<file path="src/rtl/freq_meter_pkg.sv">
// Shared types and default constants for the frequency meter.
// Pure declarations: no logic, no latency, no flow control.
package freq_meter_pkg;

    localparam int CLK_HZ         = 50_000_000;
    localparam int GATE_CYCLES_1S = CLK_HZ;

    typedef enum logic {
        IDLE = 1'b0,
        GATE = 1'b1
    } state_t;

endpackage

</file>
<file path="src/rtl/edge_sync.sv">
// Synchronizes an asynchronous input and flags its rising edges as a one-cycle pulse.
// Latency SYNC_STAGES+1 clocks from input edge to counted rise; no backpressure.
module edge_sync #(
    parameter int SYNC_STAGES = 2
) (
    input  logic clk,
    input  logic reset_n,
    input  logic sig_in,
    output logic rise
);

    if (SYNC_STAGES < 2) begin : g_bad_stages
        $error("edge_sync: SYNC_STAGES must be at least 2");
    end

    logic [SYNC_STAGES-1:0] sync_q;
    logic                   prev;

    always_ff @(posedge clk or negedge reset_n) begin
        if (!reset_n) begin
            sync_q <= '0;
            prev   <= 1'b0;
        end else begin
            sync_q <= {sync_q[SYNC_STAGES-2:0], sig_in};
            prev   <= sync_q[SYNC_STAGES-1];
        end
    end

    assign rise = sync_q[SYNC_STAGES-1] & ~prev;

endmodule

</file>
<file path="src/rtl/freq_meter.sv">
// Counts rising edges of sig_in over back-to-back GATE_CYCLES windows of clk.
// Result publishes one clock after window end with a count_valid strobe; no backpressure.
module freq_meter
    import freq_meter_pkg::*;
#(
    parameter int GATE_WIDTH  = 26,
    parameter int GATE_CYCLES = GATE_CYCLES_1S,
    parameter int COUNT_WIDTH = 26,
    parameter int SYNC_STAGES = 2
) (
    input  logic                   clk,
    input  logic                   reset_n,
    input  logic                   enable,
    input  logic                   sig_in,
    output logic [COUNT_WIDTH-1:0] freq_count,
    output logic                   count_valid,
    output logic                   overflow,
    output logic                   busy
);

    if (GATE_CYCLES < 2 || GATE_CYCLES >= (64'd1 << GATE_WIDTH)) begin : g_bad_gate
        $error("freq_meter: GATE_CYCLES must be >= 2 and fit in GATE_WIDTH bits");
    end

    localparam logic [GATE_WIDTH-1:0]  GATE_LAST = GATE_WIDTH'(GATE_CYCLES - 1);
    localparam logic [COUNT_WIDTH-1:0] COUNT_MAX = '1;

    state_t                 state;
    state_t                 state_nxt;
    logic [GATE_WIDTH-1:0]  gate_cnt;
    logic [GATE_WIDTH-1:0]  gate_cnt_nxt;
    logic [COUNT_WIDTH-1:0] edge_cnt;
    logic [COUNT_WIDTH-1:0] edge_cnt_nxt;
    logic                   ovf;
    logic                   ovf_nxt;
    logic                   rise;
    logic                   edge_sat;
    logic                   window_end;
    logic                   publish;
    logic [COUNT_WIDTH-1:0] cnt_acc;
    logic                   ovf_acc;

    edge_sync #(
        .SYNC_STAGES(SYNC_STAGES)
    ) u_edge_sync (
        .clk     (clk),
        .reset_n (reset_n),
        .sig_in  (sig_in),
        .rise    (rise)
    );

    // Count including this cycle's rise; serves both the running count and the window result.
    assign edge_sat   = (edge_cnt == COUNT_MAX);
    assign cnt_acc    = edge_sat ? edge_cnt : edge_cnt + COUNT_WIDTH'(rise);
    assign ovf_acc    = ovf | (edge_sat & rise);
    assign window_end = (state == GATE) && (gate_cnt == GATE_LAST);

    always_comb begin
        state_nxt    = state;
        gate_cnt_nxt = gate_cnt;
        edge_cnt_nxt = edge_cnt;
        ovf_nxt      = ovf;
        publish      = 1'b0;
        case (state)
            IDLE: begin
                if (enable) begin
                    state_nxt    = GATE;
                    gate_cnt_nxt = '0;
                    edge_cnt_nxt = '0;
                    ovf_nxt      = 1'b0;
                end
            end
            GATE: begin
                if (window_end) begin
                    publish      = 1'b1;
                    gate_cnt_nxt = '0;
                    edge_cnt_nxt = '0;
                    ovf_nxt      = 1'b0;
                end else begin
                    gate_cnt_nxt = gate_cnt + GATE_WIDTH'(1);
                    edge_cnt_nxt = cnt_acc;
                    ovf_nxt      = ovf_acc;
                end
                // A window ending on the same cycle still publishes before going idle.
                if (!enable) begin
                    state_nxt = IDLE;
                end
            end
            default: begin
                state_nxt = IDLE;
            end
        endcase
    end

    always_ff @(posedge clk or negedge reset_n) begin
        if (!reset_n) begin
            state    <= IDLE;
            gate_cnt <= '0;
            edge_cnt <= '0;
            ovf      <= 1'b0;
        end else begin
            state    <= state_nxt;
            gate_cnt <= gate_cnt_nxt;
            edge_cnt <= edge_cnt_nxt;
            ovf      <= ovf_nxt;
        end
    end

    always_ff @(posedge clk or negedge reset_n) begin
        if (!reset_n) begin
            freq_count  <= '0;
            overflow    <= 1'b0;
            count_valid <= 1'b0;
        end else begin
            count_valid <= publish;
            if (publish) begin
                freq_count <= cnt_acc;
                overflow   <= ovf_acc;
            end
        end
    end

    assign busy = (state == GATE);

endmodule
</file>
<file path="config.mk">
export PLATFORM = sky130hd
export DESIGN_NAME = freq_meter
export DESIGN_NICKNAME = d
export VERILOG_FILES = /design/src/rtl/freq_meter_pkg.sv /design/src/rtl/edge_sync.sv /design/src/rtl/freq_meter.sv
export SDC_FILE = /design/constraint.sdc
export NUM_CORES = 1
export LEC_CHECK = 0
export ABC_AREA = 1
export CAP_MARGIN = 40
export CORE_ASPECT_RATIO = 1.25
export CORE_MARGIN = 3
export CORE_UTILIZATION = 54
export CTS_CLUSTER_DIAMETER = 200
export DETAILED_ROUTE_END_ITERATION = 6
export GPL_TIMING_DRIVEN = 0
export PLACE_DENSITY = 0.73
export SLEW_MARGIN = 40
export SYNTH_ARGS = -nofsm -noshare
export SYNTH_HDL_FRONTEND = slang
export SYNTH_SLANG_ARGS = --single-unit
</file>
<file path="constraint.sdc">
create_clock -name clk -period 5.5 [get_ports clk]
set_clock_uncertainty 0.1 [all_clocks]
set_input_delay 0.825 -clock clk [delete_from_list [all_inputs] [get_ports clk]]
set_output_delay 0.825 -clock clk [all_outputs]
set_load 0.005 [all_outputs]
</file>
==> run metrics, run 1 <==
TritonRoute pass-1 iters=5; clk buf depth=2; Post-DP Area=5430 µm²; Mean Syn Cell Area=7.24 µm²; Reg power frac=0.540; met3 wire length=490 µm; Hold Fails Final Rpt=0; Clock power frac=0.409; via/cell ratio=5.23; grt total ovfl=0; Post-CTS Setup Inserts=0; reg2reg setup slack=3.13 ns; 1st-iter DRT viols=333; area grow syn2layout=14.6%; P_sw=0.000290 W; clock-pin slew on the worst setup and hold paths=0.09 ns; reg2reg path depth=13; Leakage=2.66 nW; vias in the first global route=4426; Synth area leaders=dfrtp_1 43%, nand2_1 22%, nand3_1 5.8%; crit path kind=register to register; TritonCTS buffer count=9; Net Sw Frac=0.243; minimum clock period=2.37 ns; H-tree Lvls=3; Worst VDD drop=143 µV; GP Congestion=0.950; post-route cell area=5650 µm²; Final Setup Violations=0; Peak Freq=422 MHz; Slew @ Worst Pin=0.710 ns; r2r endpoint=edge_cnt[24]; post-cts sizing count=0; HP Class=input port to asynchronous set/reset pin; crit-path cells=inv_1, nor2_1, ha_1, ha_1, nand3_1, inv_1, nand2_1, inv_1, nand2_1, nand2_1, nand3_1, nand2_1, nand2_1; CP max FO=5; die width=91.5 µm; top routing layer in use=met4; CP arrival=2.53 ns; CTS root buf=clkbuf_8; warnings from Yosys=0; drt drc=0; Gate Count Post-Synth=681; Util after Layout=0.642; IO buf count=32; Worst Setup End Kind=register; CP Launch Point=u_edge_sync.sync_q[1]; Worst Path Required=5.66 ns; Power Dens Cells=211 nW/µm²; Synth top area share=0.432; Yosys reg bits=85; n_diodes=0; dpl ws=2.88 ns; num ports=33; Internal=0.000901 W; count of different cell masters after synthesis=32; Worst Setup Slack, final=3.13 ns; startpoint type of the worst setup path=register; pin count of the biggest net entering global routing=62; Max stage delay on crit path=0.36 ns; R2R Path Start=u_edge_sync.sync_q[1]; Fillers=771; Core ar.=8800 µm²; Starting Density=0.560; Detailed Route WL=12600 µm; RSZ-0062 raised after global routing=no; met1 WL=5110 µm; die area=10300 µm²; clk_lat worst skew=0.37 ns; Setup TNS Final=0 ns; die height=113 µm; Mapped Nets=688; row count=38; TritonCTS Sinks=85; final std cells w/o fill=850; Synth area leader=dfrtp_1; register area share after synthesis=0.432; nets@finish=732; normalized max-slew margin=0.526; first-pass GRT wire length=21300 µm; final period utilization=0.431; placed insts=834; Max-cap violations=0; total number of vias=4446; Slew Viols, Final=0; Slowest cell on crit path=dfrtp_1; layout cells sized above 1=0.111; DP HPWL=9440 µm; Hold Buf Count CTS=0; outcome=completed; CP most frequent cell=nand2_1; initial antenna violation count=0; antenna viol nets, final=0; Combinational Power Share=0.052; routed wl met2=6610 µm; CTS tree=done; GR Util All Layers=0.261; wire per inst=14.9 µm; Cell Area, Synth=4930 µm²
## metrics by stage
stage	total power (W)	hold slack, ns
floorplan	0.000685	0.231
global placement	0.000713	0.237
detailed placement	0.000717	0.242
CTS	0.00120	0.203
global route	0.00124	0.197
finish	0.00119	0.203
## power groups by stage
stage	combinational, W	clock, W	sequential [W]
6_report	0.0000613	0.000487	0.000643
5_1_grt	0.0000693	0.000522	0.000644
4_1_cts	0.0000626	0.000494	0.000642
3_5_place_dp	0.0000623	0	0.000654
3_3_place_gp	0.0000581	0	0.000655
2_1_floorplan	0.0000320	0	0.000653
## synth_stat cells
cell type	instances
a21oi_1	1
a32o_1	1
buf_1	1
buf_2	2
buf_4	1
buf_6	9
clkbuf_1	3
dfrtp_1	85
ha_1	3
inv_1	59
inv_2	3
nand2_1	286
nand2_2	17
nand2_4	1
nand3_1	57
nand3_2	7
nand3_4	1
nand3b_1	1
nand4_1	14
nor2_1	57
nor2_2	8
nor2_4	5
nor2_8	2
nor3_1	4
nor3_4	1
o21ai_0	25
o21ai_1	6
o21ai_2	4
o22ai_1	3
or2_2	2
xnor2_1	4
xor2_1	8
## metal layers
metal | vias up | track usage
li1 | 2228 | -
met1 | 2079 | 0.305
met2 | 111 | 0.471
met3 | 28 | 0.0326
met4 | 0 | 0.123
met5 | - | 0
## cell families after synthesis
group,share of synthesized area
simple gates,0.420
flops,0.432
buf+inv,0.0744
compound gates,0.0454
xor+xnor,0.0213
fa+ha+maj,0.00762
## layout make-up
| class | instances | area, µm² | share of cell area |
|---|---|---|---|
| Buffer | 16 | 134 | 0.0237 |
| Timing Repair Buffer | 33 | 349 | 0.0618 |
| Clock buffer | 12 | 165 | 0.0292 |
| Clock inverter | 4 | 55.1 | 0.00975 |
| Sequential cell | 85 | 2130 | 0.377 |
| Multi-Input combinational cell | 518 | 2430 | 0.431 |
| Tap cell | 120 | 150 | 0.0266 |
| Inverter | 62 | 233 | 0.0412 |
## worst max-delay path: cells and delay by family, from the launching register on
kind / cells / cell delay (ns)
simple gates: 8 / 0.83
fa+ha+maj: 2 / 0.56
buf+inv: 3 / 0.40
flops: 1 / 0.36
## flip-flops by register name (all words and copies together), names as in the netlist
name,count
overflow,1
busy,1
edge_cnt,26
u_edge_sync.sync_q,2
count_valid,1
u_edge_sync.prev,1
freq_count,26
ovf,1
gate_cnt,26
## worst max-delay path by stage
| stage | endpoint | slack [ns] | cells past startpoint |
|---|---|---|---|
| after floorplan | freq_count[24] | 3.63 | 12 |
| after global placement | gate_cnt[0] | 0.44 | 1 |
| after detailed placement | gate_cnt[3] | 2.88 | 5 |
| after CTS | edge_cnt[24] | 3.13 | 13 |
| after global routing | freq_count[24] | 2.85 | 13 |
| final | edge_cnt[24] | 3.13 | 13 |
## cell usage in the layout, fill, tap and decap left out, types with 2 or more instances in the layout
| master | Yosys | layout |
|---|---|---|
| buf_2 | 2 | 2 |
| buf_6 | 9 | 10 |
| clkbuf_1 | 3 | 3 |
| clkbuf_8 | 0 | 12 |
| clkdlybuf4s50_1 | 0 | 31 |
| clkinv_4 | 0 | 2 |
| dfrtp_1 | 85 | 85 |
| ha_1 | 3 | 3 |
| inv_1 | 59 | 59 |
| inv_2 | 3 | 3 |
| nand2_1 | 286 | 286 |
| nand2_2 | 17 | 17 |
| nand3_1 | 57 | 57 |
| nand3_2 | 7 | 7 |
| nand4_1 | 14 | 14 |
| nor2_1 | 57 | 57 |
| nor2_2 | 8 | 8 |
| nor2_4 | 5 | 5 |
| nor2_8 | 2 | 2 |
| nor3_1 | 4 | 4 |
| o21ai_0 | 25 | 25 |
| o21ai_1 | 6 | 6 |
| o21ai_2 | 4 | 4 |
| o22ai_1 | 3 | 3 |
| or2_2 | 2 | 2 |
| xnor2_1 | 4 | 4 |
| xor2_1 | 8 | 8 |
No activity file was read; power rests on OpenSTA's default activity.
==> run 2, diff against run 1 <==
clock period = 2.4 ns   (was 5.5 ns; I/O delays follow)
==> run 2 against run 1 <==
Net effect:
- power grew 130%
- via count is 0.81% higher
- cell area is 0.49% higher
- critical path depth decreased by 2
- largest power group unchanged
==> run metrics, run 2 (synthesis gave the netlist of run 1 again) <==
IO buf count=32 (unchanged); wire per inst=14.9 µm (+0.41%); Power Dens Cells=482 nW/µm² (+130%); Util after Layout=0.645 (+0.00313); nets@finish=734 (+0.27%); Reg power frac=0.538 (-0.002); initial antenna violation count=0 (unchanged); clk_lat worst skew=0.37 ns (about the same); final std cells w/o fill=852 (+0.24%); P_sw=0.000670 W (+130%); Worst Hold End=u_edge_sync.sync_q[1]; clock-pin slew on the worst setup and hold paths=0.09 ns (about the same); n_diodes=0 (unchanged); area grow syn2layout=15.2%; most common cell after layout, fill and taps aside=nand2_1; reg2reg path depth=11 (-2); layout cells sized above 1=0.117 (+0.00653); minimum clock period=2.20 ns (-0.171 ns); GP Congestion=0.950 (unchanged); CP max FO=6 (+1); CP arrival=2.34 ns (-0.19 ns); TritonRoute pass-1 iters=5 (unchanged); RSZ-0062 raised after global routing=no; Starting Density=0.560 (unchanged); vias in the first global route=4435 (+0.20%); Worst Path Required=2.54 ns (-3.12 ns); Final Setup Violations=0 (unchanged); drt drc=0 (unchanged); num ports=33 (unchanged); Max-cap violations=0 (unchanged); final period utilization=0.917 (+0.486); 1st-iter DRT viols=283 (-15%); TritonCTS Sinks=85 (unchanged); outcome=completed; placed insts=834 (unchanged); GR Util All Layers=0.261 (+0.000567); total number of vias=4482 (+0.81%); Internal=0.00207 W (+130%); biggest regs=edge_cnt (26), freq_count (26), gate_cnt (26); startpoint type of the worst setup path=register; die width=91.5 µm (unchanged); die area=10300 µm² (unchanged); Leakage=2.66 nW (about the same); first-pass GRT wire length=21300 µm (+0.16%); Combinational Power Share=0.052 (about the same); row count=38 (unchanged); via/cell ratio=5.26 (+0.57%); H-tree Lvls=3 (unchanged); Slew @ Worst Pin=0.714 ns (+0.00381 ns); TritonCTS buffer count=9 (unchanged); Worst VDD drop=326 µV (+130%); reg2reg setup slack=0.20 ns (-2.93 ns); commonest cells after routing, fill and taps aside=286 x nand2_1, 85 x dfrtp_1, 58 x inv_1; antenna viol nets, final=0 (unchanged); clk buf depth=2 (unchanged); Worst Setup End Kind=register; Hold Fails Final Rpt=0 (unchanged); die height=113 µm (unchanged); Peak Freq=455 MHz (+7.8%); Clock power frac=0.409 (about the same); grt total ovfl=0 (unchanged); DP HPWL=9440 µm (unchanged); HP Class=register to register; Slew Viols, Final=0 (unchanged); Net Sw Frac=0.245 (+0.00127); R2R Path Start=u_edge_sync.sync_q[1]; normalized max-slew margin=0.524 (-0.00254); Core ar.=8800 µm² (unchanged); pin count of the biggest net entering global routing=62 (unchanged); CTS tree=done; Hold Path Origin=u_edge_sync.sync_q[0]; crit path kind=register to register; CTS root buf=clkbuf_8; Detailed Route WL=12700 µm (+0.64%); r2r endpoint=edge_cnt[14]; hold path depth=0
==> run 2: changes by cell type in the layout (fill, tap and decap cells not counted) <==
cell / before / now
buf_4: 1 / 2
dlygate4sd3_1: 0 / 1
ha_1: 3 / 1
ha_2: 0 / 2
inv_1: 59 / 58
inv_2: 3 / 4
nand3_1: 57 / 56
nand3_2: 7 / 8
o21ai_0: 25 / 24
o21ai_1: 6 / 7
==> run 2: what timing repair did <==
action                                  in CTS  in global routing
setup buffers                                0                  1
hold buffers                                 1                  0
resized for setup                            0                  5
endpoints found under the setup margin       0                 16
hold endpoints to repair                    24                  0
==> run 2: layout make-up <==
class	instances	area (µm²)
fill	769	3120
multi-input combinational	518	2440
sequential	85	2130
timing repair buffer	35	367
inverter	62	233
clock buffer	12	165
tap	120	150
buffer	16	134
clock inverter	4	55.1
==> run 2: through the flow <==
stage                     TNS (ns)  instance area, µm²  setup slack [ns]  hold WS, ns  total power [W]
after global placement     -185.95                5400             -2.19        0.237          0.00163
final                            0                5680             0.200        0.261          0.00274
after global routing             0                5680           0.00334        0.276          0.00283
after detailed placement         0                5430            0.0594        0.141          0.00164
after floorplan                  0                4930             0.531      -0.0356          0.00157
after CTS                        0                5660            0.0331        0.263          0.00275
==> run 2: power groups by stage <==
stage,clock network [W],logic [W],registers (W)
after floorplan,0,0.0000734,0.00150
after global placement,0,0.000133,0.00150
after detailed placement,0,0.000143,0.00150
after CTS,0.00113,0.000145,0.00147
after global routing,0.00120,0.000163,0.00148
final,0.00112,0.000143,0.00147
==> run 2: per-layer routing <==
metal  global-route usage  vias to the layer above  routed length [µm]
li1                     -                     2234                   -
met1                0.305                     2111                5200
met2                0.473                      111                6680
met3               0.0326                       26                 451
met4                0.123                        0                 376
met5                    0                        -                   0
==> run 2: how the worst max path moves through the flow <==
| stage | start | slack (ns) | depth (start not counted) | to |
|---|---|---|---|---|
| 2_1_floorplan | u_edge_sync.prev | 0.53 | 12 | freq_count[24] |
| 3_3_place_gp | reset_n | -2.19 | 1 | gate_cnt[0] |
| 3_5_place_dp | u_edge_sync.sync_q[1] | 0.06 | 13 | edge_cnt[24] |
| 4_1_cts | u_edge_sync.sync_q[1] | 0.03 | 13 | edge_cnt[24] |
| 5_1_grt | u_edge_sync.sync_q[1] | 0.003 | 11 | edge_cnt[14] |
| 6_report | u_edge_sync.sync_q[1] | 0.20 | 11 | edge_cnt[14] |
==> run 2: worst max-delay path, stage by stage, from the launching register on <==
cell and delay (ns):
dfrtp_1 0.36, inv_1 0.04, nor2_1 0.16, ha_2 0.25, ha_2 0.23, nand3_2 0.14
nor2_2 0.36, inv_1 0.08, o21ai_1 0.12, nand3_1 0.11, nand2_1 0.07, o21ai_1 0.05
==> run 3, diff against run 2 <==
SLEW_MARGIN = unset   (was 40)
==> run 3 against run 2 <==
Net effect:
- sequential share of layout area hardly changed
- sequential cell count stayed put
- utilization hardly changed
- worst setup slack better by 0.0061 ns
- non-clock buffer count stayed put
- register-to-register slack hardly changed
- combinational power hardly changed
- first-iteration DRC count is 3.9% higher
- die area stayed put
- largest cell class unchanged
- highest routed layer unchanged
==> run metrics, run 3 (synthesis gave the netlist of run 1 again) <==
outcome=completed; Fillers=793 (+3.1%); TritonRoute pass-1 iters=4 (-1); crit-path cells=inv_1, nor2_1, ha_2, ha_2, nand3_2, nor2_2, inv_1, o21ai_1, nand3_1, nand2_1, o21ai_1; normalized max-slew margin=0.525 (+0.000877); Internal=0.00207 W (about the same); GP Congestion=0.950 (unchanged); Slowest cell on crit path=dfrtp_1; Core ar.=8800 µm² (unchanged); P_sw=0.000657 W (-1.8%); HP Class=register to register; GR Util All Layers=0.258 (-0.00337); Final Power=0.00272 W (-0.46%); Starting Density=0.560 (unchanged); startpoint type of the worst setup path=register; vias in the first global route=4447 (+0.27%); DP HPWL=9430 µm (-0.11%); die height=113 µm (unchanged); commonest cells after routing, fill and taps aside=286 x nand2_1, 85 x dfrtp_1, 58 x inv_1; 1st-iter DRT viols=294 (+3.9%); IO buf count=32 (unchanged); Max-cap violations=0 (unchanged); clock-pin slew on the worst setup and hold paths=0.08 ns (about the same); Worst Setup Slack, final=0.206 ns (+0.00614 ns); Hold Fails Final Rpt=0 (unchanged); CP arrival=2.32 ns (-0.02 ns); clk buf depth=2 (unchanged); most common cell after layout, fill and taps aside=nand2_1; Worst Setup End Kind=register; wire per inst=14.6 µm (-1.9%); layout cells sized above 1=0.117 (unchanged); reg2reg setup slack=0.21 ns (about the same); biggest regs=edge_cnt (26), freq_count (26), gate_cnt (26); Detailed Route WL=12500 µm (-1.9%); Combinational Power Share=0.052 (about the same); antenna viol nets, final=0 (unchanged); Clock power frac=0.407 (-0.002); Slew @ Worst Pin=0.713 ns (-0.00131 ns); TritonCTS buffer count=9 (unchanged); Reg power frac=0.541 (+0.003); Peak Freq=456 MHz (+0.28%); Leakage=2.66 nW (about the same); row count=38 (unchanged); Net Sw Frac=0.241 (-0.00333); clk_lat worst skew=0.36 ns (about the same); TritonCTS Sinks=85 (unchanged); CTS tree=done; grt total ovfl=0 (unchanged); nets@finish=734 (unchanged); area grow syn2layout=15.1% (about the same); Final Setup Violations=0 (unchanged); first-pass GRT wire length=21100 µm (-0.84%); die area=10300 µm² (unchanged); pin count of the biggest net entering global routing=52 (-16%); via/cell ratio=5.23 (-0.60%); drt drc=0 (unchanged); num ports=33 (unchanged); crit path kind=register to register; Worst VDD drop=325 µV (-0.40%); CP max FO=6 (unchanged); total number of vias=4455 (-0.60%); initial antenna violation count=0 (unchanged); dpl ws=0.0582 ns (-0.00112 ns); CTS root buf=clkbuf_8; die width=91.5 µm (unchanged); n_diodes=0 (unchanged); final period utilization=0.914 (-0.00256); Power Dens Cells=480 nW/µm² (-0.40%); Max stage delay on crit path=0.36 ns (about the same); minimum clock period=2.19 ns (-0.00614 ns); H-tree Lvls=3 (unchanged); Slew Viols, Final=0 (unchanged); Worst Path Required=2.53 ns (about the same)
-- run 3: power by group through the flow --
stage                     Combinational [W]  Clock, W  Sequential, W
after floorplan                   0.0000734         0        0.00150
after global placement             0.000133         0        0.00150
after detailed placement           0.000142         0        0.00150
after CTS                          0.000144   0.00113        0.00147
after global routing               0.000162   0.00119        0.00148
final                              0.000142   0.00111        0.00147
-- run 3: per-layer routing --
layer,track usage,vias up,wire length [µm]
met1,0.293,2104,5070
li1,-,2232,-
met3,0.0279,31,382
met2,0.477,88,6590
met5,0,-,0
met4,0.126,0,427
-- run 3: final timing paths --
kind / from / end / cells after the start
setup / recovery: u_edge_sync.sync_q[1] / edge_cnt[14] / 11
hold / removal: u_edge_sync.sync_q[0] / u_edge_sync.sync_q[1] / 0
setup reg to reg: u_edge_sync.sync_q[1] / edge_cnt[14] / 11
hold reg to reg: u_edge_sync.sync_q[0] / u_edge_sync.sync_q[1] / 0
max in group asynchronous: reset_n / gate_cnt[5] / 3
min in group asynchronous: reset_n / freq_count[14] / 2
-- run 3: layout make-up --
| cell class | count | area (µm²) | area share |
|---|---|---|---|
| clock buffers | 12 | 165 | 0.0291 |
| plain buffers | 16 | 134 | 0.0236 |
| repair buffers | 35 | 363 | 0.0640 |
| well taps | 120 | 150 | 0.0265 |
| clock inverters | 4 | 55.1 | 0.00971 |
| multi-input cells | 518 | 2440 | 0.431 |
| flip-flops and latches | 85 | 2130 | 0.375 |
| inverters | 62 | 233 | 0.0410 |
-- run 3: critical path, delay by kind of cell, from the launching register on --
kind	cells	cell delay, ns
flops	1	0.36
buf+inv	2	0.12
compound gates	2	0.17
fa+ha+maj	2	0.48
simple gates	5	0.83
-- run 3: what timing repair did --
action                     in CTS  in global routing
setup buffers                   0                  1
hold buffers                    1                  0
setup endpoints to repair       0                 15
gates resized for setup         0                  4
hold endpoints to repair       34                  0
-- run 3: per-stage QoR --
step                hold WS [ns]  TNS [ns]  utilization  area (µm²)  std cells
floorplan                -0.0356         0            -        4930        681
global placement           0.237   -185.95        0.614        5400        833
detailed placement         0.242         0        0.617        5420        834
global route               0.275   -0.0232        0.645        5670        852
finish                     0.259         0        0.645        5670        852
CTS                        0.262         0        0.643        5650        851
